===== src/rtl/mcpu_ctrl.sv =====
// ---------------------------------------------------------------------------
// mcpu_ctrl -- multi-cycle MIPS control unit (Moore FSM)
//
// Sequences IF/ID/EX/MEM/WB for the shared-memory multi-cycle datapath.
// Memory states (IF, MRD, MWR) stall on MIO_ready and trap a hung bus once
// MIO_TIMEOUT consecutive not-ready cycles have elapsed. Illegal opcodes or
// R-type functs also land in the sticky TRAP state, which only rst leaves.
//
// Ports
//   clk, rst            rising-edge clock, asynchronous active-high reset
//   OPcode, Fun         IR[31:26] and IR[5:0]
//   zero                ALU zero flag (consumed by datapath via PCWriteCond)
//   MIO_ready           memory/IO access completes this cycle
//   PCWrite .. RegDst   datapath strobes and 1-bit selects
//   ALUSrcB, PCSource   2-bit datapath selects
//   ALU_Control         3-bit ALU operation
//   CPU_MIO             bus request
//   state               current state code (debug)
//   trap                sticky illegal-instruction / bus-timeout flag
// ---------------------------------------------------------------------------
module mcpu_ctrl #(
    parameter int MIO_TIMEOUT = 16,
    parameter int CNT_W       = 5
) (
    input  logic       clk,
    input  logic       rst,
    input  logic [5:0] OPcode,
    input  logic [5:0] Fun,
    input  logic       zero,
    input  logic       MIO_ready,
    output logic       PCWrite,
    output logic       PCWriteCond,
    output logic       IorD,
    output logic       MemRead,
    output logic       mem_w,
    output logic       IRWrite,
    output logic       MemtoReg,
    output logic       ALUSrcA,
    output logic       RegWrite,
    output logic       RegDst,
    output logic [1:0] ALUSrcB,
    output logic [1:0] PCSource,
    output logic [2:0] ALU_Control,
    output logic       CPU_MIO,
    output logic [3:0] state,
    output logic       trap
);

    typedef enum logic [3:0] {
        S_IF   = 4'h0,
        S_ID   = 4'h1,
        S_MA   = 4'h2,
        S_MRD  = 4'h3,
        S_LWB  = 4'h4,
        S_MWR  = 4'h5,
        S_EXR  = 4'h6,
        S_RWB  = 4'h7,
        S_BEQ  = 4'h8,
        S_JMP  = 4'h9,
        S_EXI  = 4'hA,
        S_IWB  = 4'hB,
        S_TRAP = 4'hF
    } state_t;

    localparam logic [5:0] OP_RTYPE = 6'b000000;
    localparam logic [5:0] OP_LW    = 6'b100011;
    localparam logic [5:0] OP_SW    = 6'b101011;
    localparam logic [5:0] OP_BEQ   = 6'b000100;
    localparam logic [5:0] OP_J     = 6'b000010;
    localparam logic [5:0] OP_ADDI  = 6'b001000;
    localparam logic [5:0] OP_SLTI  = 6'b001010;

    localparam logic [2:0] ALU_AND = 3'b000;
    localparam logic [2:0] ALU_OR  = 3'b001;
    localparam logic [2:0] ALU_ADD = 3'b010;
    localparam logic [2:0] ALU_XOR = 3'b011;
    localparam logic [2:0] ALU_NOR = 3'b100;
    localparam logic [2:0] ALU_SRL = 3'b101;
    localparam logic [2:0] ALU_SUB = 3'b110;
    localparam logic [2:0] ALU_SLT = 3'b111;

    // Last counter value before a timeout; guarded so MIO_TIMEOUT=0 is legal.
    localparam int               TO_LAST_I = (MIO_TIMEOUT == 0) ? 0 : MIO_TIMEOUT - 1;
    localparam logic [CNT_W-1:0] TO_LAST   = TO_LAST_I[CNT_W-1:0];
    localparam logic [CNT_W-1:0] CNT_ONE   = {{(CNT_W-1){1'b0}}, 1'b1};

    state_t           state_q, state_d;
    logic [CNT_W-1:0] cnt_q, cnt_d;

    logic       fun_ok;
    logic [2:0] fun_alu;
    logic [2:0] imm_alu;
    logic       wait_st;
    logic       timeout;

    // R-type funct decode: legality and ALU operation in one table.
    always_comb begin
        fun_ok  = 1'b1;
        fun_alu = ALU_ADD;
        case (Fun)
            6'b100000: fun_alu = ALU_ADD;
            6'b100010: fun_alu = ALU_SUB;
            6'b100100: fun_alu = ALU_AND;
            6'b100101: fun_alu = ALU_OR;
            6'b101010: fun_alu = ALU_SLT;
            6'b100111: fun_alu = ALU_NOR;
            6'b000010: fun_alu = ALU_SRL;
            6'b100110: fun_alu = ALU_XOR;
            default:   fun_ok  = 1'b0;
        endcase
    end

    assign imm_alu = (OPcode == OP_SLTI) ? ALU_SLT : ALU_ADD;
    assign wait_st = (state_q == S_IF) || (state_q == S_MRD) || (state_q == S_MWR);
    // A ready on the final allowed cycle still advances normally.
    assign timeout = (MIO_TIMEOUT != 0) && wait_st && !MIO_ready && (cnt_q == TO_LAST);

    // Next-state logic
    always_comb begin
        state_d = state_q;
        case (state_q)
            S_IF:  if (MIO_ready) state_d = S_ID;
            S_ID: begin
                case (OPcode)
                    OP_RTYPE:       state_d = fun_ok ? S_EXR : S_TRAP;
                    OP_LW, OP_SW:   state_d = S_MA;
                    OP_BEQ:         state_d = S_BEQ;
                    OP_J:           state_d = S_JMP;
                    OP_ADDI,
                    OP_SLTI:        state_d = S_EXI;
                    default:        state_d = S_TRAP;
                endcase
            end
            S_MA:   state_d = (OPcode == OP_LW) ? S_MRD : S_MWR;
            S_MRD:  if (MIO_ready) state_d = S_LWB;
            S_LWB:  state_d = S_IF;
            S_MWR:  if (MIO_ready) state_d = S_IF;
            S_EXR:  state_d = S_RWB;
            S_RWB:  state_d = S_IF;
            S_BEQ:  state_d = S_IF;
            S_JMP:  state_d = S_IF;
            S_EXI:  state_d = S_IWB;
            S_IWB:  state_d = S_IF;
            S_TRAP: state_d = S_TRAP;
            default: state_d = S_TRAP;
        endcase
        if (timeout) state_d = S_TRAP;
    end

    // Wait counter: zero on entry to a memory state, counts not-ready cycles,
    // saturates instead of wrapping when no timeout is configured.
    always_comb begin
        cnt_d = '0;
        if ((state_d != state_q) &&
            (state_d == S_IF || state_d == S_MRD || state_d == S_MWR)) begin
            cnt_d = '0;
        end else if (wait_st && !MIO_ready) begin
            cnt_d = (cnt_q == {CNT_W{1'b1}}) ? cnt_q : cnt_q + CNT_ONE;
        end
    end

    always_ff @(posedge clk or posedge rst) begin
        if (rst) begin
            state_q <= S_IF;
            cnt_q   <= '0;
        end else begin
            state_q <= state_d;
            cnt_q   <= cnt_d;
        end
    end

    // Moore output decode; IF's IRWrite/PCWrite are the only ready-gated strobes.
    // rst forces every output low immediately, independent of the clock.
    always_comb begin
        PCWrite     = 1'b0;
        PCWriteCond = 1'b0;
        IorD        = 1'b0;
        MemRead     = 1'b0;
        mem_w       = 1'b0;
        IRWrite     = 1'b0;
        MemtoReg    = 1'b0;
        ALUSrcA     = 1'b0;
        RegWrite    = 1'b0;
        RegDst      = 1'b0;
        ALUSrcB     = 2'b00;
        PCSource    = 2'b00;
        ALU_Control = ALU_ADD;
        CPU_MIO     = 1'b0;
        trap        = 1'b0;
        case (state_q)
            S_IF: begin
                MemRead = 1'b1;
                CPU_MIO = 1'b1;
                ALUSrcB = 2'b01;
                IRWrite = MIO_ready;
                PCWrite = MIO_ready;
            end
            S_ID:  ALUSrcB = 2'b11;
            S_MA: begin
                ALUSrcA = 1'b1;
                ALUSrcB = 2'b10;
            end
            S_MRD: begin
                MemRead = 1'b1;
                IorD    = 1'b1;
                CPU_MIO = 1'b1;
            end
            S_LWB: begin
                RegWrite = 1'b1;
                MemtoReg = 1'b1;
            end
            S_MWR: begin
                mem_w   = 1'b1;
                IorD    = 1'b1;
                CPU_MIO = 1'b1;
            end
            S_EXR: begin
                ALUSrcA     = 1'b1;
                ALU_Control = fun_alu;
            end
            S_RWB: begin
                RegDst      = 1'b1;
                RegWrite    = 1'b1;
                ALU_Control = fun_alu;
            end
            S_BEQ: begin
                ALUSrcA     = 1'b1;
                ALU_Control = ALU_SUB;
                PCWriteCond = 1'b1;
                PCSource    = 2'b01;
            end
            S_JMP: begin
                PCWrite  = 1'b1;
                PCSource = 2'b10;
            end
            S_EXI: begin
                ALUSrcA     = 1'b1;
                ALUSrcB     = 2'b10;
                ALU_Control = imm_alu;
            end
            S_IWB: begin
                RegWrite    = 1'b1;
                ALU_Control = imm_alu;
            end
            S_TRAP: trap = 1'b1;
            default: trap = 1'b1;
        endcase
        if (rst) begin
            PCWrite     = 1'b0;
            PCWriteCond = 1'b0;
            IorD        = 1'b0;
            MemRead     = 1'b0;
            mem_w       = 1'b0;
            IRWrite     = 1'b0;
            MemtoReg    = 1'b0;
            ALUSrcA     = 1'b0;
            RegWrite    = 1'b0;
            RegDst      = 1'b0;
            ALUSrcB     = 2'b00;
            PCSource    = 2'b00;
            ALU_Control = 3'b000;
            CPU_MIO     = 1'b0;
            trap        = 1'b0;
        end
    end

    assign state = state_q;

endmodule

===== config.mk =====
export PLATFORM = sky130hd
export DESIGN_NAME = mcpu_ctrl
export DESIGN_NICKNAME = d
export VERILOG_FILES = /design/src/rtl/mcpu_ctrl.sv
export SDC_FILE = /design/constraint.sdc
export NUM_CORES = 1
export LEC_CHECK = 0
export ABC_CLOCK_PERIOD_IN_PS = 1700
export CAP_MARGIN = 20
export CORE_UTILIZATION = 39
export CTS_CLUSTER_DIAMETER = 100
export DETAILED_ROUTE_END_ITERATION = 8
export GPL_TIMING_DRIVEN = 0
export HOLD_SLACK_MARGIN = 0.1
export PLACE_DENSITY = 0.78
export SLEW_MARGIN = 20
export SYNTH_ARGS = -nofsm -noshare
export SYNTH_HDL_FRONTEND = slang
export SYNTH_SLANG_ARGS = --single-unit
export TNS_END_PERCENT = 10

===== constraint.sdc =====
create_clock -name clk -period 1.7 [get_ports clk]
set_input_delay 0.425 -clock clk [delete_from_list [all_inputs] [get_ports clk]]
set_output_delay 0.425 -clock clk [all_outputs]
set_load 0.01 [all_outputs]

Word level (Yosys, flattened, before mapping)
Index checks and enable logic that the tools add are counted.
- eq/ne operators: 31
- multiplexer cells: 44
- reductions and logical operators: 24
- $add $sub $neg: 1
- operator list (kind ; number):
    == test 6 bit, second input constant ; 9
    case mux 4 bit (8 select lines) ; 1
    2-to-1 mux 1 bit ; 24
    case mux 3 bit (7 select lines) ; 1
    == test 4 x 3 -> 1 bit, second input constant ; 5
    2-to-1 mux 4 bit ; 5
    case mux 4 bit (5 select lines) ; 1
    == test 4 bit, second input constant ; 4
    2-to-1 mux 5 bit ; 3
    OR reduction 2 bit ; 7
    == test 4 x 2 -> 1 bit, second input constant ; 3
    == test 6 x 2 -> 1 bit, second input constant ; 2
    == test 6 x 4 -> 1 bit, second input constant ; 2
    OR reduction 12 bit ; 1
    2-to-1 mux 3 bit ; 3
    case mux 3 bit (3 select lines) ; 1
    logical NOT 4 bit ; 2
    OR reduction 8 bit ; 1
    == test 6 x 3 -> 1 bit, second input constant ; 1
    logical NOT 6 bit ; 1
    case mux 2 bit (3 select lines) ; 1
    OR reduction 3 bit ; 2
    adder 5 x 1 -> 5 bit, second input constant ; 1
    == test 5 x 4 -> 1 bit, second input constant ; 1
    other kinds (12) ; 18
- logic and storage cells: 102
- flip-flop bits (word level): 9
- input port bits: 16
- output and inout port bits: 23

Logic depth before layout (Yosys ltp)
- depth in word-level cells: 12
- depth in mapped cells: 7

Worst setup path after synthesis
OpenSTA, ideal clock, no wires.
- kind: flip-flop to output port
- start: register state_q[0] (netlist: state[0])
- end: output PCSource[0]
- required time: 1.275 ns
- data arrival time: 1.539 ns
- path buffers: 2
- path slack: -0.264 ns
- cell stages (with the launch flop): 5
- path through: dfrtp_1 -> clkbuf_1 -> or2_2 -> nor3_1 -> buf_4
- cells in the longest elaborated chain, start to end: 3
- RTL lines (element ; line ; RTL):
    start, declared ; 87 ; state_t state_q, state_d;
    start signal, assigned ; 167 ; state_q <= state_d;
    == test 4 bit ; 190 ; case (state_q)
    case mux 2 bit (2 select lines) * ; 190 ;
    2-to-1 mux 2 bit * ; 248 ; if (rst) begin
    end, declared ; 42 ; output logic [1:0] PCSource,
Every way passes the cells marked *; elsewhere a longest branch is shown, timed or not.

Worst setup path after layout
- start: input Fun[5]
- end: output ALU_Control[0]
- cells in the longest elaborated chain, start to end: 4
- RTL lines (element ; line ; RTL):
    start, declared ; 28 ; input logic [5:0] Fun,
    == test 6 bit or == test 6 x 2 -> 1 bit (tied branches) ; 100 ; case (Fun)
    case mux 3 bit (7 select lines) * ; 100 ;
    case mux 3 bit (3 select lines) * ; 190 ;
    2-to-1 mux 3 bit * ; 248 ;
    end, declared ; 43 ; output logic [2:0] ALU_Control,
Marks and branches as above.

==> summary.txt <==
Yosys
  • Flops & latches, synth: 9
  • Post-synth EDFFs: 0
  • Post-synth top flop: dfrtp_1
  • FFs w/ async S/R, synth: 1.00
  • Ys Warns: 0
  • Sequential-to-total area share from yosys stat: 0.207
  • Synth Cell Area: 0.00109 mm2
  • Avg Cell Area, Syn: 7.41 um2
  • Syn nets: 166
  • Mapped Cells: 147
  • Synth unique cells: 51

Worst setup path
  • R2R depth: 7
  • CP max FO: 8
  • CP required: 1.27 ns
  • Critical setup path kind: primary input to output pin
  • CP endpoint kind: output pin
  • Arrival time of the worst setup path: 1.56 ns
  • Startpoint class of the critical path: primary input

Clocking
  • Clock slew at reported path FFs: 0.06 ns
  • Number of buffers created by CTS: 3
  • Clk root buf: clkbuf_4
  • Clock Path Buffers: 2
  • CTS tree: yes
  • Clock sinks: 9
  • Clk_lat worst skew: 0.26 ns
  • H-tree levels: 1

Timing
  • Finish-stage setup viols: 23
  • Max Freq: 504 MHz
  • Slew @ Worst Pin: 0.387 ns
  • Final Hold Viols: 0
  • Rel. slew slack: 0.742
  • RSZ-0062 raised after global routing: yes
  • Setup Skew: 0.00416 ns
  • Crit path time final: 1.99 ns
  • Slew Limit Fails: 0
  • Period utilization: 1.17
  • Setup ws final: -0.286 ns

Place
  • RD Place Congestion: 0.914
  • Inst Count DP: 213
  • Post-DP HPWL: 2310 um
  • Port buffer count: 36
  • Area post-placement: 0.00152 mm2
  • Worst slack at placement: -0.997 ns

Pwr
  • P_int: 0.349 mW
  • Clock power frac: 0.337
  • Switching Fraction: 0.286
  • Power per cell area: 275 mW/mm2
  • Lkg Pwr: 0.734 nW
  • Net Sw Power: 0.140 mW
  • Peak supply drop: 391 uV
  • Gate power share: 0.225
  • Seq pwr share: 0.438

Global routing
  • First-pass GRT wire length: 5530 um
  • Initial antenna violation count: 0
  • Vias in the first global route: 1164
  • Total Routing Usage GR: 0.260
  • Largest net degree at the start of global routing: 11
  • Grt ovf: 0

Finish
  • Fin cells: 230
  • Final Net Count: 220
  • Footprint of the multi-input gates: 0.00100 mm2
  • Commonest cells after routing, fill and taps aside: buf_2 (18), nor2_1 (17), buf_4 (14), a21oi_1 (9), dlygate4sd2_1 (7)
  • Final Cell Area: 0.00178 mm2
  • Area Overhead vs Synth: 63.0%
  • Fill cells: 205
  • Final Core Density: 0.692
  • Share of cells above drive strength 1: 0.455
  • Diode count: 0
  • Commonest non-fill, non-tap cell in the layout: buf_2
  • Seq. cell area: 229 um2

Die
  • I/O pins: 39
  • Initial Util: 0.424
  • Core ar.: 0.00257 mm2
  • Std cell rows: 18
  • Die area: 0.00301 mm2
  • Die extent in x: 54.9 um
  • Die Y: 54.9 um

Drt
  • Initial drt markers: 41
  • Routed vias/inst: 5.92
  • Drt first pass iters: 4
  • DR WL/cell: 16.1 um
  • Post-route DRC: 0
  • Via Count: 1362
  • Final ANT Viol Nets: 0
  • DRT Wirelength: 3710 um

Min path
  • Min-delay worst type: primary input to async pin

Outcome
  • Violated checks: negative setup slack
  • Outcome: complete, but fails checks

Job
  • Max-Cap Viols: 0
kinds of logic (layout without fill, tap and decap cells):
kind of cell,after synthesis,in the layout,synth area share
buffers and inverters,14,67,0.0562
DFF,9,9,0.207
muxes,1,1,0.00919
xor gates and xnor gates,7,7,0.0563
AOI/OAI and AO/OA,37,37,0.235
adders and majority gates,3,3,0.0344
and+or+nand+nor,76,76,0.402
cell type report:
| class | instances | area share |
|---|---|---|
| inverter | 5 | 0.0106 |
| multi-input combinational | 124 | 0.563 |
| tap | 30 | 0.0211 |
| buffer | 8 | 0.0542 |
| clock buffer | 4 | 0.0148 |
| sequential | 9 | 0.129 |
| timing repair buffer | 50 | 0.207 |
stage by stage:
| step | hold slack, ns | setup TNS (ns) | total power [mW] |
|---|---|---|---|
| global placement | 0.518 | -17.55 | 0.320 |
| floorplan | 0.497 | -0.186 | 0.260 |
| global route | 0.545 | -4.51 | 0.517 |
| finish | 0.517 | -2.89 | 0.489 |
| detailed placement | 0.552 | -18.06 | 0.323 |
| CTS | 0.513 | -2.85 | 0.487 |
final timing paths:
path                                      start              endpoint  slack [ns]
min in group clk           cnt_q[1]$_DFFE_PP0P_  cnt_q[1]$_DFFE_PP0P_        0.56
max in group asynchronous                   rst    state[0]$_DFF_PP0_        0.91
setup reg to reg           cnt_q[0]$_DFFE_PP0P_    state[2]$_DFF_PP0_       -0.08
hold reg to reg            cnt_q[1]$_DFFE_PP0P_  cnt_q[1]$_DFFE_PP0P_        0.56
hold / removal                              rst    state[2]$_DFF_PP0_        0.52
setup / recovery                         Fun[5]        ALU_Control[0]       -0.29
power groups by stage:
| stage | clock network [mW] | registers (mW) | logic (mW) |
|---|---|---|---|
| final | 0.165 | 0.214 | 0.110 |
| after detailed placement | 0 | 0.218 | 0.105 |
| after floorplan | 0 | 0.218 | 0.0424 |
| after global routing | 0.184 | 0.214 | 0.119 |
| after CTS | 0.169 | 0.214 | 0.104 |
| after global placement | 0 | 0.218 | 0.102 |
flip-flops by register name, summed over array words and instances (netlist names):
register  count
cnt_q         5
state         4
per-layer routing:
metal / wire [um] / vias up / global-route usage
met2: 1790 / 44 / 0.404
met3: 153 / 4 / 0.0611
met5: 0 / - / 0
met1: 1750 / 664 / 0.361
li1: - / 650 / -
met4: 16 / 0 / 0.0556
what timing repair did:
action | CTS | global route
pin swaps | 18 | 3
setup endpoints to repair | 25 | 26
hold buffers | 0 | 0
resized for setup | 144 | 18
setup buffers | 14 | 0
worst max-delay path: stages:
cell and delay (ns):
dlygate4sd2_1 0.32, and4b_1 0.24, a31oi_1 0.15, o22ai_1 0.09
a22o_1 0.20, buf_2 0.13
Yosys cell counts (3+ instances only):
library cell | n | area [um2]
o21ai_0 | 6 | 30.0
nor3_1 | 8 | 40.0
nand2_1 | 8 | 30.0
nor2b_1 | 5 | 31.3
nand4_1 | 3 | 18.8
clkbuf_1 | 6 | 22.5
a21oi_1 | 9 | 45.0
dfrtp_1 | 9 | 225
inv_1 | 5 | 18.8
or3_1 | 4 | 25.0
xnor2_1 | 4 | 35.0
nor2_1 | 20 | 75.1
xor2_1 | 3 | 26.3
ha_1 | 3 | 37.5
nand2b_1 | 4 | 25.0
No activity file was read; power rests on OpenSTA's default activity.
==> RTL change: new RTL, same settings <==
`MIO_TIMEOUT`: 16 -> 12.
--- a/src/rtl/mcpu_ctrl.sv
+++ b/src/rtl/mcpu_ctrl.sv
@@ -21,3 +21,3 @@
 module mcpu_ctrl #(
-    parameter int MIO_TIMEOUT = 16,
+    parameter int MIO_TIMEOUT = 12,
     parameter int CNT_W       = 5
Formal check against the unedited RTL: no difference found for any inputs over 10 cycles, from zero or initial values and one cycle with rst high; that may be too few to reach the edited logic, so the function may still have changed.
==> RTL change against the original RTL <==
The flow still finishes with violations (setup timing). Sequential share of layout area increased by 1.3 points. Synthesized area fell by 5.5%. Sequential cell count did not move. Global-route usage fell by 2.1 points. Power about the same. Wire length decreased by 16%. Die area is 5.3% lower. Final area fell by 8.9%. Worst setup slack got worse by 0.10 ns. Largest cell class unchanged.
==> RTL change: results (changes against the original RTL) <==
* # setup viols final at 21 (was 23)
* Slew @ Worst Pin at 0.369 ns (was 0.387 ns)
* Buffers from clock root to sink, at most at 2 (unchanged)
* Top post-synthesis cells by count: 25 x nor2_1, 12 x nand2_1, 9 x dfrtp_1, 9 x nor3_1 (was 20 x nor2_1, 9 x a21oi_1, 9 x dfrtp_1)
* Routability cong. at 0.847 (was 0.914)
* Initial drt markers at 40 (was 41)
* First-pass GRT wire length at 5040 µm (was 5530 µm)
* Placed inst area at 1470 µm² (was 1520 µm²)
* Met3 WL at 178 µm (was 153 µm)
* Vias per inst at 5.63 (was 5.92)
* HPWL Detailed at 2230 µm (was 2310 µm)
* Worst r2r dst: state[2] (unchanged)
* CP Max Fanout at 8 (unchanged)
* Yosys cell types at 41 (was 51)
* Vias in the first global route at 1,150 (was 1,164)
* Switch share at 28.1% (was 28.6%)
* Reg2Reg Depth at 7 (unchanged)
* Cts bufs inserted at 3 (unchanged)
* Layout cell share with drive strength beyond 1 at 38.5% (was 45.5%)
* Seq/Total Area, Yosys at 21.9% (was 20.7%)
* Hold/Removal Path Class: input port to asynchronous set/reset pin (unchanged)
* Port bufs at 35 (was 36)
* Violated checks: setup timing (unchanged)
* WP data arrival at 1.67 ns (was 1.56 ns)
* Initial antenna violation count at 0 (unchanged)
* Reg-to-reg slack, setup at -0.29 ns (was -0.08 ns)
* Delay of the slowest critical-path stage at 0.29 ns (was 0.32 ns)
* Post-layout worst setup margin at -0.390 ns (was -0.286 ns)
* Ys async rst share at 100% (unchanged)
* Status: finished, violations left (unchanged)
* VDD IR max at 0.000312 V (was 0.000391 V)
* Total Routing Usage GR at 23.9% (was 26.0%)
* Largest delay share family, worst path: simple AND/OR/NAND/NOR gates (was buffers and inverters)
* Synth top area cells: dfrtp_1 22%, nor2_1 9.1%, nand2b_1 4.9%, nor3_1 4.4%, nand2_1 4.4% (was dfrtp_1 21%, nor2_1 6.9%, a21oi_1 4.1%, nor3_1 3.7%, ha_1 3.4%)
* CTS clock-pin slew for the worst setup and hold paths at 0.07 ns
* Worst r2r src: state[0] (was cnt_q[0])
* Leak pwr at 0.707 nW (was 0.734 nW)
* Slowest-stage cell, CP: and4bb_2 (was dlygate4sd2_1)
* Synthesized instance count at 147 (unchanged)
* Drt wl/cell at 14.1 µm (was 16.1 µm)
* Clock skew at 0.00352 ns (was 0.00416 ns)
* Placed cell count at 212 (was 213)
* Finished Layout Cells at 222 (was 230)
* Largest net degree at the start of global routing at 11 (unchanged)
* Syn Nets at 165 (was 166)
* CTS root buf: clkbuf_4 (unchanged)
* Met2 WL at 1580 µm (was 1790 µm)
* Met1 Wirelength at 1360 µm (was 1750 µm)
* Yosys warning count at 0 (unchanged)
## RTL change: power by group through the flow
| stage | clock, mW | sequential, mW | combinational (mW) |
|---|---|---|---|
| 6_report | 0.169 | 0.214 | 0.107 |
| 5_1_grt | 0.191 | 0.214 | 0.117 |
| 4_1_cts | 0.168 | 0.214 | 0.106 |
| 3_5_place_dp | 0 | 0.218 | 0.108 |
| 3_3_place_gp | 0 | 0.218 | 0.104 |
| 2_1_floorplan | 0 | 0.218 | 0.0492 |
## RTL change: worst min-delay path: stages
cell,delay [ns]
dlygate4sd2_1,0.32
clkbuf_8,0.21
inv_1,0.30
## RTL change: how the worst max path moves through the flow
stage / start / endpoint / depth (start not counted)
after detailed placement: Fun[3] / ALU_Control[2] / 7
after global routing: state[3] / ALU_Control[2] / 6
after floorplan: Fun[0] / ALU_Control[2] / 5
after global placement: Fun[3] / ALU_Control[2] / 7
after CTS: state[3] / ALU_Control[2] / 6
final: Fun[3] / ALU_Control[2] / 7
## RTL change: final cells by class
class	count	area (µm²)
flip-flops and latches	9	229
plain buffers	10	106
inverters	4	15.0
well taps	30	37.5
fillers	225	860
clock buffers	4	26.3
multi-input cells	123	873
repair buffers	42	330
## RTL change: timing repair
item	4_1_cts	5_1_grt
resized for setup	132	8
buffers inserted	7	0
pin swaps	12	2
setup endpoints to repair	24	23
## RTL change: layer usage
metal,GRT usage (%),vias to the layer above
met5,0,-
li1,-,615
met4,5.70,0
met1,30.5,583
met2,40.8,49
met3,4.31,2
## RTL change: cell families after synthesis
| family | Yosys count | share of synthesized area (%) |
|---|---|---|
| xor+xnor | 7 | 5.95 |
| buf+inv | 15 | 6.08 |
| mux | 4 | 3.89 |
| compound gates | 30 | 19.1 |
| flops | 9 | 21.9 |
| simple gates | 80 | 40.7 |
| fa+ha+maj | 2 | 2.43 |
## RTL change: per-stage QoR
stage / TNS (ns) / setup WS [ns] / hold WS, ns / total power, mW
floorplan: -0.356 / -0.0782 / 0.501 / 0.267
global placement: -15.87 / -1.25 / 0.538 / 0.322
detailed placement: -16.14 / -1.25 / 0.569 / 0.326
CTS: -3.70 / -0.390 / 0.562 / 0.488
global route: -5.55 / -0.474 / 0.611 / 0.521
finish: -3.97 / -0.390 / 0.578 / 0.489
